[src/rtl/multdiv_pkg.sv]
// Shared types and constants for the multicycle multiply/divide unit.
// Optional divide datapath is selected by the MULTDIV_DIV_EN macro.
package multdiv_pkg;

  localparam int unsigned MULTDIV_W     = 32;
  localparam int unsigned MULTDIV_ITERS = 32;
  localparam int unsigned MULTDIV_CNT_W = $clog2(MULTDIV_ITERS);

  localparam logic [MULTDIV_W-1:0] MULTDIV_INT_MIN = 32'h8000_0000;

  typedef enum logic [1:0] {
    ST_IDLE,
    ST_MULT,
    ST_DIV,
    ST_DONE
  } multdiv_state_e;

  // Result payload returned to the pipeline with the ready pulse
  typedef struct packed {
    logic [MULTDIV_W-1:0] result;
    logic                 exception;
  } multdiv_resp_t;

endpackage

[src/rtl/multdiv_if.sv]
// Operand/control/result bundle between the execute stage and multdiv.
interface multdiv_if;
  import multdiv_pkg::*;

  logic [MULTDIV_W-1:0] data_operandA;
  logic [MULTDIV_W-1:0] data_operandB;
  logic                 ctrl_MULT;
  logic                 ctrl_DIV;
  logic [MULTDIV_W-1:0] data_result;
  logic                 data_exception;
  logic                 data_resultRDY;

  modport master (
    output data_operandA, data_operandB, ctrl_MULT, ctrl_DIV,
    input  data_result, data_exception, data_resultRDY
  );

  modport slave (
    input  data_operandA, data_operandB, ctrl_MULT, ctrl_DIV,
    output data_result, data_exception, data_resultRDY
  );

endinterface

[src/rtl/adder.sv]
// 32-bit adder with carry in/out, shared by iterative datapaths.
module adder (
  input  logic [31:0] a,
  input  logic [31:0] b,
  input  logic        cin,
  output logic [31:0] sum,
  output logic        cout
);

  assign {cout, sum} = 33'(a) + 33'(b) + 33'(cin);

endmodule

[src/rtl/negate32.sv]
// Conditional two's-complement negate; with en = sign bit it yields |value|.
module negate32 (
  input  logic [31:0] value,
  input  logic        en,
  output logic [31:0] result
);

  assign result = en ? (~value + 32'd1) : value;

endmodule

[src/rtl/multdiv.sv]
// Multicycle signed multiply / restoring divide, 33-cycle start-to-ready latency.
// Define MULTDIV_DIV_EN to build the divide datapath; otherwise divide reports an exception.
module multdiv
  import multdiv_pkg::*;
(
  input  logic      clock,
  input  logic      reset,
  multdiv_if.slave  bus
);

  multdiv_state_e           state_q, state_d;
  logic [MULTDIV_CNT_W-1:0] cnt_q;
  logic [MULTDIV_W-1:0]     acc_hi_q, acc_lo_q, bmag_q;
  logic                     neg_q, op_div_q, rdy_q;
  multdiv_resp_t            resp_q, resp_d;

  logic                 start_c, start_div_c, iter_c, done_c, last_c;
  logic [MULTDIV_W-1:0] amag_c, bmag_c, lo_fix_c, hi_neg_c, hi_fix_c;
  logic                 lo_zero_c;
  logic [MULTDIV_W-1:0] add_a_c, add_b_c, sum_c, step_hi_c, step_lo_c;
  logic                 add_cin_c, cout_c;
`ifdef MULTDIV_DIV_EN
  logic                 bzero_q;
  logic [MULTDIV_W-1:0] rem_shift_c;
`endif

  assign start_c     = bus.ctrl_MULT | bus.ctrl_DIV;
  assign start_div_c = bus.ctrl_DIV & ~bus.ctrl_MULT;
  assign last_c      = (cnt_q == MULTDIV_CNT_W'(MULTDIV_ITERS - 1));
  assign done_c      = (state_q == ST_DONE);

  // State register
  always_ff @(posedge clock) begin
    if (reset) state_q <= ST_IDLE;
    else       state_q <= state_d;
  end

  // Next state; a start pulse overrides whatever the current op was doing
  always_comb begin
    state_d = state_q;
    iter_c  = 1'b0;
    case (state_q)
      ST_MULT, ST_DIV: begin
        iter_c = 1'b1;
        if (last_c) state_d = ST_DONE;
      end
      ST_DONE: state_d = ST_IDLE;
      default: state_d = state_q;
    endcase
    if (start_c) begin
`ifdef MULTDIV_DIV_EN
      state_d = start_div_c ? ST_DIV : ST_MULT;
`else
      state_d = start_div_c ? ST_DONE : ST_MULT;
`endif
    end
  end

  negate32 u_abs_a (.value(bus.data_operandA), .en(bus.data_operandA[MULTDIV_W-1]), .result(amag_c));
  negate32 u_abs_b (.value(bus.data_operandB), .en(bus.data_operandB[MULTDIV_W-1]), .result(bmag_c));

  // Sign fix of the 64-bit accumulator: low word negates, high word carries only if low is zero
  assign lo_zero_c = (acc_lo_q == '0);
  negate32 u_fix_lo (.value(acc_lo_q), .en(neg_q), .result(lo_fix_c));
  negate32 u_fix_hi (.value(acc_hi_q), .en(neg_q & lo_zero_c), .result(hi_neg_c));
  assign hi_fix_c = (neg_q & ~lo_zero_c) ? ~acc_hi_q : hi_neg_c;

`ifdef MULTDIV_DIV_EN
  assign rem_shift_c = {acc_hi_q[MULTDIV_W-2:0], acc_lo_q[MULTDIV_W-1]};
`endif

  // Adder operands: multiplicand add, or trial subtract of the divisor
  always_comb begin
    add_a_c   = acc_hi_q;
    add_b_c   = bmag_q;
    add_cin_c = 1'b0;
`ifdef MULTDIV_DIV_EN
    if (op_div_q) begin
      add_a_c   = rem_shift_c;
      add_b_c   = ~bmag_q;
      add_cin_c = 1'b1;
    end
`endif
  end

  adder u_adder (.a(add_a_c), .b(add_b_c), .cin(add_cin_c), .sum(sum_c), .cout(cout_c));

  // One iteration of shift-add multiply or restoring divide
  always_comb begin
    step_hi_c = {1'b0, acc_hi_q[MULTDIV_W-1:1]};
    step_lo_c = {acc_hi_q[0], acc_lo_q[MULTDIV_W-1:1]};
    if (acc_lo_q[0]) begin
      step_hi_c = {cout_c, sum_c[MULTDIV_W-1:1]};
      step_lo_c = {sum_c[0], acc_lo_q[MULTDIV_W-1:1]};
    end
`ifdef MULTDIV_DIV_EN
    if (op_div_q) begin
      step_hi_c = cout_c ? sum_c : rem_shift_c;
      step_lo_c = {acc_lo_q[MULTDIV_W-2:0], cout_c};
    end
`endif
  end

  // Final result and exception from the signed accumulator
  always_comb begin
    resp_d.result    = lo_fix_c;
    resp_d.exception = (hi_fix_c != {MULTDIV_W{lo_fix_c[MULTDIV_W-1]}});
    if (op_div_q) begin
`ifdef MULTDIV_DIV_EN
      if (bzero_q) begin
        resp_d.result    = '0;
        resp_d.exception = 1'b1;
      end else begin
        resp_d.exception = (acc_lo_q == MULTDIV_INT_MIN) & ~neg_q;
      end
`else
      resp_d.result    = '0;
      resp_d.exception = 1'b1;
`endif
    end
  end

  always_ff @(posedge clock) begin
    if (reset) begin
      cnt_q    <= '0;
      acc_hi_q <= '0;
      acc_lo_q <= '0;
      bmag_q   <= '0;
      neg_q    <= 1'b0;
      op_div_q <= 1'b0;
      rdy_q    <= 1'b0;
      resp_q   <= '0;
`ifdef MULTDIV_DIV_EN
      bzero_q  <= 1'b0;
`endif
    end else begin
      rdy_q <= done_c;
      if (done_c) resp_q <= resp_d;
      if (start_c) begin
        cnt_q    <= '0;
        acc_hi_q <= '0;
        acc_lo_q <= amag_c;
        bmag_q   <= bmag_c;
        neg_q    <= bus.data_operandA[MULTDIV_W-1] ^ bus.data_operandB[MULTDIV_W-1];
        op_div_q <= start_div_c;
`ifdef MULTDIV_DIV_EN
        bzero_q  <= (bus.data_operandB == '0);
`endif
      end else if (iter_c) begin
        cnt_q    <= cnt_q + MULTDIV_CNT_W'(1);
        acc_hi_q <= step_hi_c;
        acc_lo_q <= step_lo_c;
      end
    end
  end

  assign bus.data_result    = resp_q.result;
  assign bus.data_exception = resp_q.exception;
  assign bus.data_resultRDY = rdy_q;

endmodule

[src/flat_wrapper.sv]
// flat-port wrapper written by rule: the top's interface ports become plain ports
module multdiv_flat import multdiv_pkg::*;
  (clock, reset, bus_data_operandA, bus_data_operandB, bus_ctrl_MULT, bus_ctrl_DIV, bus_data_result, bus_data_exception, bus_data_resultRDY);
  multdiv_if bus_i ();
  input  logic clock;
  input  logic reset;
  input wire logic [$bits(bus_i.data_operandA)-1:0] bus_data_operandA;
  input wire logic [$bits(bus_i.data_operandB)-1:0] bus_data_operandB;
  input wire logic [$bits(bus_i.ctrl_MULT)-1:0] bus_ctrl_MULT;
  input wire logic [$bits(bus_i.ctrl_DIV)-1:0] bus_ctrl_DIV;
  output wire logic [$bits(bus_i.data_result)-1:0] bus_data_result;
  output wire logic [$bits(bus_i.data_exception)-1:0] bus_data_exception;
  output wire logic [$bits(bus_i.data_resultRDY)-1:0] bus_data_resultRDY;
  assign bus_i.data_operandA = bus_data_operandA;
  assign bus_i.data_operandB = bus_data_operandB;
  assign bus_i.ctrl_MULT = bus_ctrl_MULT;
  assign bus_i.ctrl_DIV = bus_ctrl_DIV;
  assign bus_data_result = bus_i.data_result;
  assign bus_data_exception = bus_i.data_exception;
  assign bus_data_resultRDY = bus_i.data_resultRDY;
  multdiv u_core (.clock(clock), .reset(reset), .bus(bus_i));
endmodule
[config.mk]
export PLATFORM = sky130hd
export DESIGN_NAME = multdiv_flat
export DESIGN_NICKNAME = d
export VERILOG_FILES = /design/src/rtl/multdiv_pkg.sv /design/src/rtl/multdiv_if.sv /design/src/rtl/adder.sv /design/src/rtl/negate32.sv /design/src/rtl/multdiv.sv /design/src/flat_wrapper.sv
export SDC_FILE = /design/constraint.sdc
export NUM_CORES = 1
export LEC_CHECK = 0
export CORE_ASPECT_RATIO = 1.4
export CORE_MARGIN = 4
export CORE_UTILIZATION = 24
export DETAILED_ROUTE_END_ITERATION = 7
export PLACE_DENSITY = 0.47
export SETUP_SLACK_MARGIN = 0.02
export SLEW_MARGIN = 10
export SYNTH_ARGS = -nofsm -noshare
export SYNTH_HDL_FRONTEND = slang
export SYNTH_SLANG_ARGS = --single-unit
[constraint.sdc]
create_clock -name clock -period 4.48 [get_ports clock]
set_clock_uncertainty 0.1 [all_clocks]
set_input_delay 0.448 -clock clock [delete_from_list [all_inputs] [get_ports clock]]
set_output_delay 0.448 -clock clock [all_outputs]
set_load 0.01 [all_outputs]
==> key figures, run 1 <==
Clock network
  • Setup Fix Bufs, Post-CTS: 0
  • Sink Count: 139
  • H-tree depth: 4
  • CTS tree: done
  • CTS Hold Bufs: 0
  • TritonCTS Buffers: 17
  • Worst skew pair latency: 460 ps
  • Resized cells post-CTS: 0
  • Buffer depth of the longest clock path: 2
  • CTS clk-pin slew, worst paths: 70 ps
  • Clk root buf: clkbuf_16

Timing
  • Crit share post-route: 86.16%
  • Slew HR: 28.04%
  • FMAX: 259.1 MHz
  • Final hold vios: 0
  • Setup violators final: 0
  • Tightest Pin Transition: 1076 ps
  • Setup TNS: 0 ps
  • Pins Over Slew Limit: 0
  • Setup WS post-layout: 620.1 ps
  • Crit path time final: 3860 ps
  • RSZ-0062 raised after global routing: false

Floorplan
  • DIE HEIGHT: 257.9 um
  • Effective utilization at floorplan: 24.29%
  • I/O pins: 102
  • Rows: 91
  • Die area: 48090 um^2
  • Die width: 186.5 um
  • Core ar.: 44060 um^2

Pwr
  • PwrDens: 294.6 nW/um^2
  • Worst vdd ir: 0.2749 mV
  • LEAKAGE: 0.004799 uW
  • Pwr Total: 3780 uW

Logic synthesis
  • Register area share after synthesis: 26.00%
  • Top cells by area, synth: dfxtp_1, xnor2_1, nor2_1
  • Asr flop ratio synth: 0%
  • EDFF count, synth: 0
  • Cell taking the most area after synthesis: dfxtp_1
  • Seq cells post-synth: 139
  • Syn Nets: 1496
  • Synth unique cells: 76
  • Post-synth top area share: 26.00%
  • Dominant synthesized flop cell: dfxtp_1
  • Syn Inst Count: 1387
  • Mean area per synthesized cell: 7.717 um^2
  • Yosys warnings: 0
  • Netlist Area Pre-Place: 10700 um^2

Drt
  • Drt via density: 5.257
  • DRC: 0
  • Final Routed Wirelength: 35240 um
  • Initial DRC count: 751
  • Via count: 10.51k
  • Final ANT Viol Nets: 0
  • First-pass detailed-route iteration total: 5
  • Routed len/inst: 17.62 um

Setup path
  • Worst R2R Start: u_core.acc_lo_q[1]$_SDFFE_PP0P_
  • Kind of critical path: flip-flop to flip-flop
  • Setup crit start kind: flip-flop
  • Critical path endpoint category: flip-flop
  • Crit path DAT: 4070 ps
  • Worst path required time: 4690 ps
  • Worst-path fanout max: 10
  • Setup slack, reg-to-reg: 620 ps
  • R2R cell count: 11
  • Reg-to-reg critical path endpoint: u_core.bus.data_exception$_SDFFE_PP0P_

Global route
  • Vias in the first global route: 10.11k
  • Antenna violations before repair: 0
  • GRT Total Usage: 14.28%
  • Largest net degree at the start of global routing: 75
  • First-pass GRT wire length: 56240 um
  • GR Overflow Total: 0

Hold path
  • WHS Endpoint: u_core.bus.data_result[14]$_SDFFE_PP0P_
  • Worst hold stages: 2
  • Hold Path Class: primary input to flip-flop
  • Worst hold path startpoint: reset

Run status
  • Status: complete, no violations

Placed design
  • DP Wirelength: 26670 um
  • Gpl congestion: 0.8730
  • Place WS: 653.8 ps
  • Port buffer count: 101
  • Placed Area: 12250 um^2

Finish
  • Core Util, Final: 29.12%
  • Inserted Diodes: 0
  • Share of layout cells above drive strength 1: 5.895%
  • Syn-to-layout area delta: 19.88%
  • Final design instance area without fill: 12830 um^2
  • Nets: 1538

Flow run
  • Max_cap viols: 0
through the flow:
step | hold WS (ps) | instances
after global routing | 314.7 | 2000
after detailed placement | 350.7 | 1968
after CTS | 279.9 | 2000
after floorplan | 336.2 | 1387
final | 306.3 | 2000
after global placement | 347.8 | 1968
critical path: stages, from the launching register on:
cell	delay (ps)
dfxtp_1	340
inv_1	80
ha_1	220
nor4b_2	410
nand2_1	340
or4_4	680
or4_4	540
xnor2_1	140
o21ai_1	140
a222oi_1	110
a2111oi_0	470
a211oi_2	130
sequential cells by signal (all words and copies together) (netlist names):
signal	cells
u_core.acc_hi_q	32
u_core.acc_lo_q	32
u_core.add_b_c	32
u_core.bus.data_result	32
u_core.cnt_q	5
u_core.state_q	2
u_core.bus.data_exception	1
u_core.bus.data_resultRDY	1
u_core.neg_q	1
u_core.op_div_q	1
cell usage after synthesis, drive strengths merged, types with 16 or more instances:
cell type / instances
ha: 40
o21ai: 74
clkbuf: 90
nor4: 28
xnor2: 86
nor2: 180
a21oi: 60
or4: 22
nor3: 33
a21o: 24
nand2: 90
a22oi: 32
inv: 27
xor2: 55
mux2i: 43
o41ai: 18
dfxtp: 139
nand3: 26
or3: 20
nand4: 19
o31ai: 32
nor2b: 16
a211oi: 83
routing by layer:
layer | wire length (um) | track usage (%) | part of all wire [%]
met5 | 0 | 0 | 0
met4 | 1304 | 6.001 | 3.7
met3 | 1451 | 2.177 | 4.1
met2 | 17410 | 25.17 | 49
met1 | 15080 | 17.34 | 43
where the power goes:
group          internal [uW]  switching, uW
registers               1310           99.3
logic                    394            547
clock network            786            645
how the worst max path moves through the flow:
stage,from,end,slack [ps],cells past startpoint
global route,u_core.acc_lo_q[1]$_SDFFE_PP0P_,u_core.bus.data_exception$_SDFFE_PP0P_,160,11
finish,u_core.acc_lo_q[1]$_SDFFE_PP0P_,u_core.bus.data_exception$_SDFFE_PP0P_,620,11
global placement,u_core.acc_hi_q[12]$_SDFFE_PP0N_,u_core.bus.data_exception$_SDFFE_PP0P_,720,9
detailed placement,u_core.acc_lo_q[1]$_SDFFE_PP0P_,u_core.bus.data_exception$_SDFFE_PP0P_,650,11
CTS,u_core.acc_lo_q[1]$_SDFFE_PP0P_,u_core.bus.data_exception$_SDFFE_PP0P_,640,11
floorplan,u_core.acc_lo_q[0]$_SDFFE_PP0P_,u_core.bus.data_exception$_SDFFE_PP0P_,900,13
logic make-up (layout without fill, tap and decap cells):
family	Yosys count	in the layout	share of synthesized area [%]
flops	139	139	26.00
buf+inv	134	189	4.781
simple gates	483	483	22.55
mux	44	44	4.126
fa+ha+maj	41	41	4.863
xor+xnor	141	141	11.54
compound gates	405	405	26.15
final cells by class:
type                    count  area, um^2
repair buffers            128        1224
clock inverters            15       160.2
inverters                  29       108.9
well taps                 558       698.2
multi-input cells        1114        7432
clock buffers              17       425.4
flip-flops and latches    139        2784
fillers                  4702       31230
cell usage in the layout (no fill, tap or decap), drive strengths merged, types with 34 or more instances in the layout:
cell           Yosys  routed
mux2i             43      43
xnor2             86      86
ha                40      40
nand2             90      90
a211oi            83      83
xor2              55      55
a21oi             60      60
inv               27      34
dfxtp            139     139
nor2             180     180
clkdlybuf4s50      0     100
o21ai             74      74
No activity file was read; power rests on OpenSTA's default activity.
==> run 2, diff against run 1 <==
- CORE_MARGIN: 4 -> 1
==> run 2 against run 1 <==
Power rose by 1.6%; global-route usage rose by 1.1 points; cell count up 0.20%; sequential power about the same; first-iteration DRC count shrank 19%; clock-buffer cell count grew 1; non-clock buffer count up 5; critical path type unchanged.
==> key figures, run 2 (synthesis gave the netlist of run 1 again) <==
Run status
  • Status: complete, no violations

Timing
  • Crit path time final: 3830 ps
  • Pins Over Slew Limit: 0
  • Final hold vios: 0
  • Setup violators final: 0
  • FMAX: 261.1 MHz
  • Hold slack: 367.0 ps
  • Tightest Pin Transition: 1102 ps
  • Crit share post-route: 85.48%
  • RSZ-0062 raised after global routing: false
  • Setup WS post-layout: 650.3 ps
  • Setup TNS: 0 ps
  • Slew HR: 26.28%

Clock network
  • Sink Count: 139
  • Setup Fix Bufs, Post-CTS: 0
  • Clk root buf: clkbuf_16
  • CTS Hold Bufs: 0
  • Buffer depth of the longest clock path: 2
  • Worst skew pair latency: 440 ps
  • CTS tree: done
  • CTS clk-pin slew, worst paths: 70 ps
  • TritonCTS Buffers: 17
  • H-tree depth: 4
  • Resized cells post-CTS: 0

Placed design
  • Gpl congestion: 0.9413
  • DP Wirelength: 26740 um
  • Port buffer count: 101
  • Dpl cells: 1973
  • Place WS: 673.6 ps

Pwr
  • Logic gate share of total power: 24.6%
  • LEAKAGE: 0.004821 uW
  • Switch share: 32.72%
  • Power share of the clock group: 38.7%
  • Internal Power: 2583 uW
  • Worst vdd ir: 0.2369 mV
  • Switch Pwr: 1256 uW
  • PwrDens: 298.3 nW/um^2
  • Pwr Total: 3839 uW
  • Sequential Power Share: 36.7%

Setup path
  • Worst path required time: 4680 ps
  • Slowest Stage Delay on Critical Path: 680 ps
  • Worst R2R Start: u_core.acc_lo_q[1]$_SDFFE_PP0P_
  • Setup slack, reg-to-reg: 650 ps
  • CP max stage cell: or4_4
  • Kind of critical path: flip-flop to flip-flop
  • Setup crit start kind: flip-flop
  • CP Cell Sequence: inv_1 -> ha_1 -> nor4b_2 -> nand2_1 -> or4_4 -> or4_4 -> a211oi_2 -> nor2_1 -> a2111oi_2 -> o2111a_1 -> a211oi_2
  • Critical path endpoint category: flip-flop
  • Reg-to-reg critical path endpoint: u_core.bus.data_exception$_SDFFE_PP0P_
  • CP top delay family: simple AND/OR/NAND/NOR gates
  • Worst-path fanout max: 10
  • WP buf/inv: 1
  • R2R cell count: 11
  • Crit path DAT: 4030 ps

Flow run
  • Max_cap viols: 0

Floorplan
  • Die area: 45460 um^2
  • Effective utilization at floorplan: 24.29%
  • Core ar.: 44060 um^2
  • DIE HEIGHT: 251.9 um
  • Rows: 91
  • Die width: 180.5 um
  • I/O pins: 102

Global route
  • Antenna violations before repair: 0
  • Largest net degree at the start of global routing: 63
  • GRT Total Usage: 15.40%
  • First-pass GRT wire length: 56010 um
  • GR Overflow Total: 0
  • Vias in the first global route: 10.15k

Drt
  • Wire length on met1: 15490 um
  • Routed len/inst: 17.50 um
  • Final ANT Viol Nets: 0
  • Via count: 10.45k
  • First-pass detailed-route iteration total: 7
  • DRC: 0
  • Wire length on met2: 17330 um
  • Met3 WL: 897 um
  • Final Routed Wirelength: 35060 um
  • Drt via density: 5.214
  • Top layer in use: met4
  • Initial DRC count: 610

Finish
  • Share of layout cells above drive strength 1: 6.086%
  • Layout filler cell count: 4714
  • Final Non-Filler Cells: 2004
  • Syn-to-layout area delta: 20.23%
  • Nets: 1543
  • Commonest cells after routing, fill and taps aside: nor2_1, dfxtp_1, clkdlybuf4s50_1
  • Inserted Diodes: 0
  • Leading cell type in the layout, fill and taps excluded: nor2_1

Hold path
  • Worst hold path startpoint: u_core.add_b_c[0]$_SDFFE_PP0N_
  • Worst hold stages: 2
  • Hold Path Class: flip-flop to flip-flop
  • WHS Endpoint: u_core.add_b_c[0]$_SDFFE_PP0N_
run 2: power groups by stage:
stage	registers (uW)	logic [uW]	clock network (uW)
2_1_floorplan	1390	658	0
6_report	1410	943	1480
3_3_place_gp	1440	940	0
4_1_cts	1410	945	1520
3_5_place_dp	1440	941	0
5_1_grt	1420	1040	1570
run 2: cell type report:
class                   instances  area, um^2  area share [%]
clock buffers                  18       429.2           3.335
clock inverters                13       168.9           1.312
inverters                      29       108.9          0.8458
multi-input cells            1114        7432           57.75
flip-flops and latches        139        2784           21.63
well taps                     558       698.2           5.425
repair buffers                133        1249           9.703
run 2: metal layers:
layer,up-vias,track usage [%]
li1,5239,-
met1,4917,18.27
met2,234,27.33
met3,58,1.804
met4,0,7.643
met5,-,0
run 2: worst max path at each step:
stage                                              to                             from  depth (start not counted)  slack [ps]
2_1_floorplan  u_core.bus.data_exception$_SDFFE_PP0P_  u_core.acc_lo_q[0]$_SDFFE_PP0P_                         13         900
3_3_place_gp   u_core.bus.data_exception$_SDFFE_PP0P_  u_core.acc_lo_q[1]$_SDFFE_PP0P_                         11         770
3_5_place_dp   u_core.bus.data_exception$_SDFFE_PP0P_  u_core.acc_lo_q[1]$_SDFFE_PP0P_                         11         670
4_1_cts        u_core.bus.data_exception$_SDFFE_PP0P_  u_core.acc_lo_q[1]$_SDFFE_PP0P_                         11         660
5_1_grt        u_core.bus.data_exception$_SDFFE_PP0P_  u_core.acc_lo_q[1]$_SDFFE_PP0P_                         11         390
6_report       u_core.bus.data_exception$_SDFFE_PP0P_  u_core.acc_lo_q[1]$_SDFFE_PP0P_                         11         650
run 2: tightest hold or removal path: cells and delay by family (launching register included):
family	cells	cell delay (ps)
flops	1	320
compound gates	1	50
simple gates	1	60
run 2: per-stage QoR:
stage	utilization (%)	cell area [um^2]
global route	29.21	12870
floorplan	-	10700
global placement	27.85	12270
detailed placement	27.85	12270
CTS	29.21	12870
finish	29.21	12870
==> run 3, diff against run 2 <==
- CTS_BUF_LIST: unset -> sky130_fd_sc_hd__clkbuf_4 sky130_fd_sc_hd__clkbuf_8
- PLACE_DENSITY: 0.47 -> 0.44
==> run 3 against run 2 <==
Die area did not move; wire length rose by 2.1%; clock power shrank 24%; combinational power hardly changed; cell count stayed put; sequential cell count unchanged; final area fell by 1.4%; global-route usage grew 0.36 points; critical path depth unchanged; critical endpoint unchanged; largest cell class unchanged.
==> key figures, run 3 (synthesis gave the netlist of run 1 again) <==
Clock network
  • CTS clk-pin slew, worst paths: 110 ps
  • Setup Fix Bufs, Post-CTS: 0
  • Worst skew pair latency: 490 ps
  • Resized cells post-CTS: 0
  • Sink Count: 139
  • H-tree depth: 4
  • Clk root buf: clkbuf_8
  • Buffer depth of the longest clock path: 2
  • CTS Hold Bufs: 0
  • TritonCTS Buffers: 17
  • CTS tree: done

Pwr
  • PwrDens: 274.6 nW/um^2
  • LEAKAGE: 0.004731 uW
  • Power share of the clock group: 32.4%
  • Switch Pwr: 1240 uW
  • Sequential Power Share: 40.6%
  • Switch share: 35.61%
  • Internal Power: 2243 uW
  • Worst vdd ir: 0.1785 mV
  • Pwr Total: 3483 uW
  • Logic gate share of total power: 27.0%

Finish
  • Share of layout cells above drive strength 1: 6.159%
  • Final design instance area without fill: 12680 um^2
  • Nets: 1541
  • Syn-to-layout area delta: 18.50%
  • Leading cell type in the layout, fill and taps excluded: nor2_1
  • Commonest cells after routing, fill and taps aside: nor2_1, dfxtp_1, clkdlybuf4s50_1

Timing
  • Crit path time final: 3779 ps
  • RSZ-0062 raised after global routing: false
  • FMAX: 264.6 MHz
  • Hold slack: 300.6 ps
  • Pins Over Slew Limit: 0
  • Setup violators final: 0
  • Crit share post-route: 84.36%
  • Setup TNS: 0 ps
  • Slew HR: 30.04%
  • Tightest Pin Transition: 1046 ps
  • Final hold vios: 0

Setup path
  • Crit path DAT: 4050 ps
  • Reg-to-reg critical path endpoint: u_core.bus.data_exception$_SDFFE_PP0P_
  • Critical path endpoint category: flip-flop
  • Most used cell, CP: or4_4
  • Slowest Stage Delay on Critical Path: 680 ps
  • Setup crit start kind: flip-flop
  • WP buf/inv: 1
  • CP max stage cell: or4_4
  • Crit. path cell count: 11
  • Worst path required time: 4750 ps
  • Worst R2R Start: u_core.acc_lo_q[1]$_SDFFE_PP0P_
  • Kind of critical path: flip-flop to flip-flop
  • CP Cell Sequence: inv_1 -> ha_1 -> nor4b_2 -> nand2_1 -> or4_4 -> or4_4 -> xnor2_1 -> o21ai_1 -> a222oi_1 -> a2111oi_0 -> a211oi_2
  • Worst-path fanout max: 10
  • CP top delay family: simple AND/OR/NAND/NOR gates
  • R2R cell count: 11
  • Setup slack, reg-to-reg: 700 ps

Drt
  • Routed len/inst: 17.87 um
  • Drt via density: 5.210
  • Initial DRC count: 820
  • Via count: 10.44k
  • Final ANT Viol Nets: 0
  • DRC: 0
  • Final Routed Wirelength: 35820 um
  • First-pass detailed-route iteration total: 5

Floorplan
  • Core ar.: 44060 um^2
  • Effective utilization at floorplan: 24.29%
  • DIE HEIGHT: 251.9 um
  • Rows: 91
  • Die width: 180.5 um
  • Die area: 45460 um^2
  • I/O pins: 102

Global route
  • Antenna violations before repair: 1
  • Largest net degree at the start of global routing: 67
  • Vias in the first global route: 10.14k
  • GRT Total Usage: 15.75%
  • First-pass GRT wire length: 56750 um
  • GR Overflow Total: 0

Placed design
  • Port buffer count: 101
  • Placed Area: 12270 um^2
  • DP Wirelength: 27330 um
  • Gpl congestion: 0.9475

Hold path
  • Worst hold path startpoint: reset
  • Worst hold stages: 2
  • WHS Endpoint: u_core.add_b_c[31]$_SDFFE_PP0N_
  • Hold Path Class: primary input to flip-flop

Run status
  • Status: complete, no violations

Flow run
  • Max_cap viols: 0
## run 3: worst max-delay path by stage
| stage | start | slack, ps | end |
|---|---|---|---|
| after CTS | u_core.acc_lo_q[1]$_SDFFE_PP0P_ | 700 | u_core.bus.data_exception$_SDFFE_PP0P_ |
| after global routing | u_core.acc_lo_q[24]$_SDFFE_PP0P_ | 280 | u_core.bus.data_exception$_SDFFE_PP0P_ |
| after global placement | u_core.acc_lo_q[1]$_SDFFE_PP0P_ | 760 | u_core.bus.data_exception$_SDFFE_PP0P_ |
| after floorplan | u_core.acc_lo_q[0]$_SDFFE_PP0P_ | 900 | u_core.bus.data_exception$_SDFFE_PP0P_ |
| after detailed placement | u_core.acc_lo_q[1]$_SDFFE_PP0P_ | 700 | u_core.bus.data_exception$_SDFFE_PP0P_ |
| final | u_core.acc_lo_q[1]$_SDFFE_PP0P_ | 700 | u_core.bus.data_exception$_SDFFE_PP0P_ |
## run 3: through the flow
stage	utilization [%]	std cells	setup slack, ps
after floorplan	-	1387	897.5
final	28.79	2004	700.7
after global placement	27.84	1971	761.8
after CTS	28.79	2003	698.1
after global routing	28.79	2004	277.4
after detailed placement	27.84	1971	699.5
## run 3: power groups by stage
stage          registers, uW  logic [uW]  clock network (uW)
4_1_cts                 1410         949                1160
3_3_place_gp            1440         943                   0
5_1_grt                 1430        1040                1220
3_5_place_dp            1440         945                   0
6_report                1410         942                1130
2_1_floorplan           1390         658                   0
## run 3: layout make-up
class                      instances  area [um^2]
sequential                       139         2784
multi-input combinational       1114         7432
timing repair buffer             131         1241
clock buffer                      19        261.5
inverter                          29        108.9
fill                            4788        31380
clock inverter                    13        156.4
antenna                            1        2.502
tap                              558        698.2
## run 3: layer usage
layer / share of wire, % / up-vias / global-route usage, %
met5: 0 / - / 0
met4: 3.4 / 0 / 7.277
met3: 3.2 / 61 / 1.804
met2: 50 / 248 / 28.24
met1: 43 / 4891 / 18.69
li1: - / 5240 / -
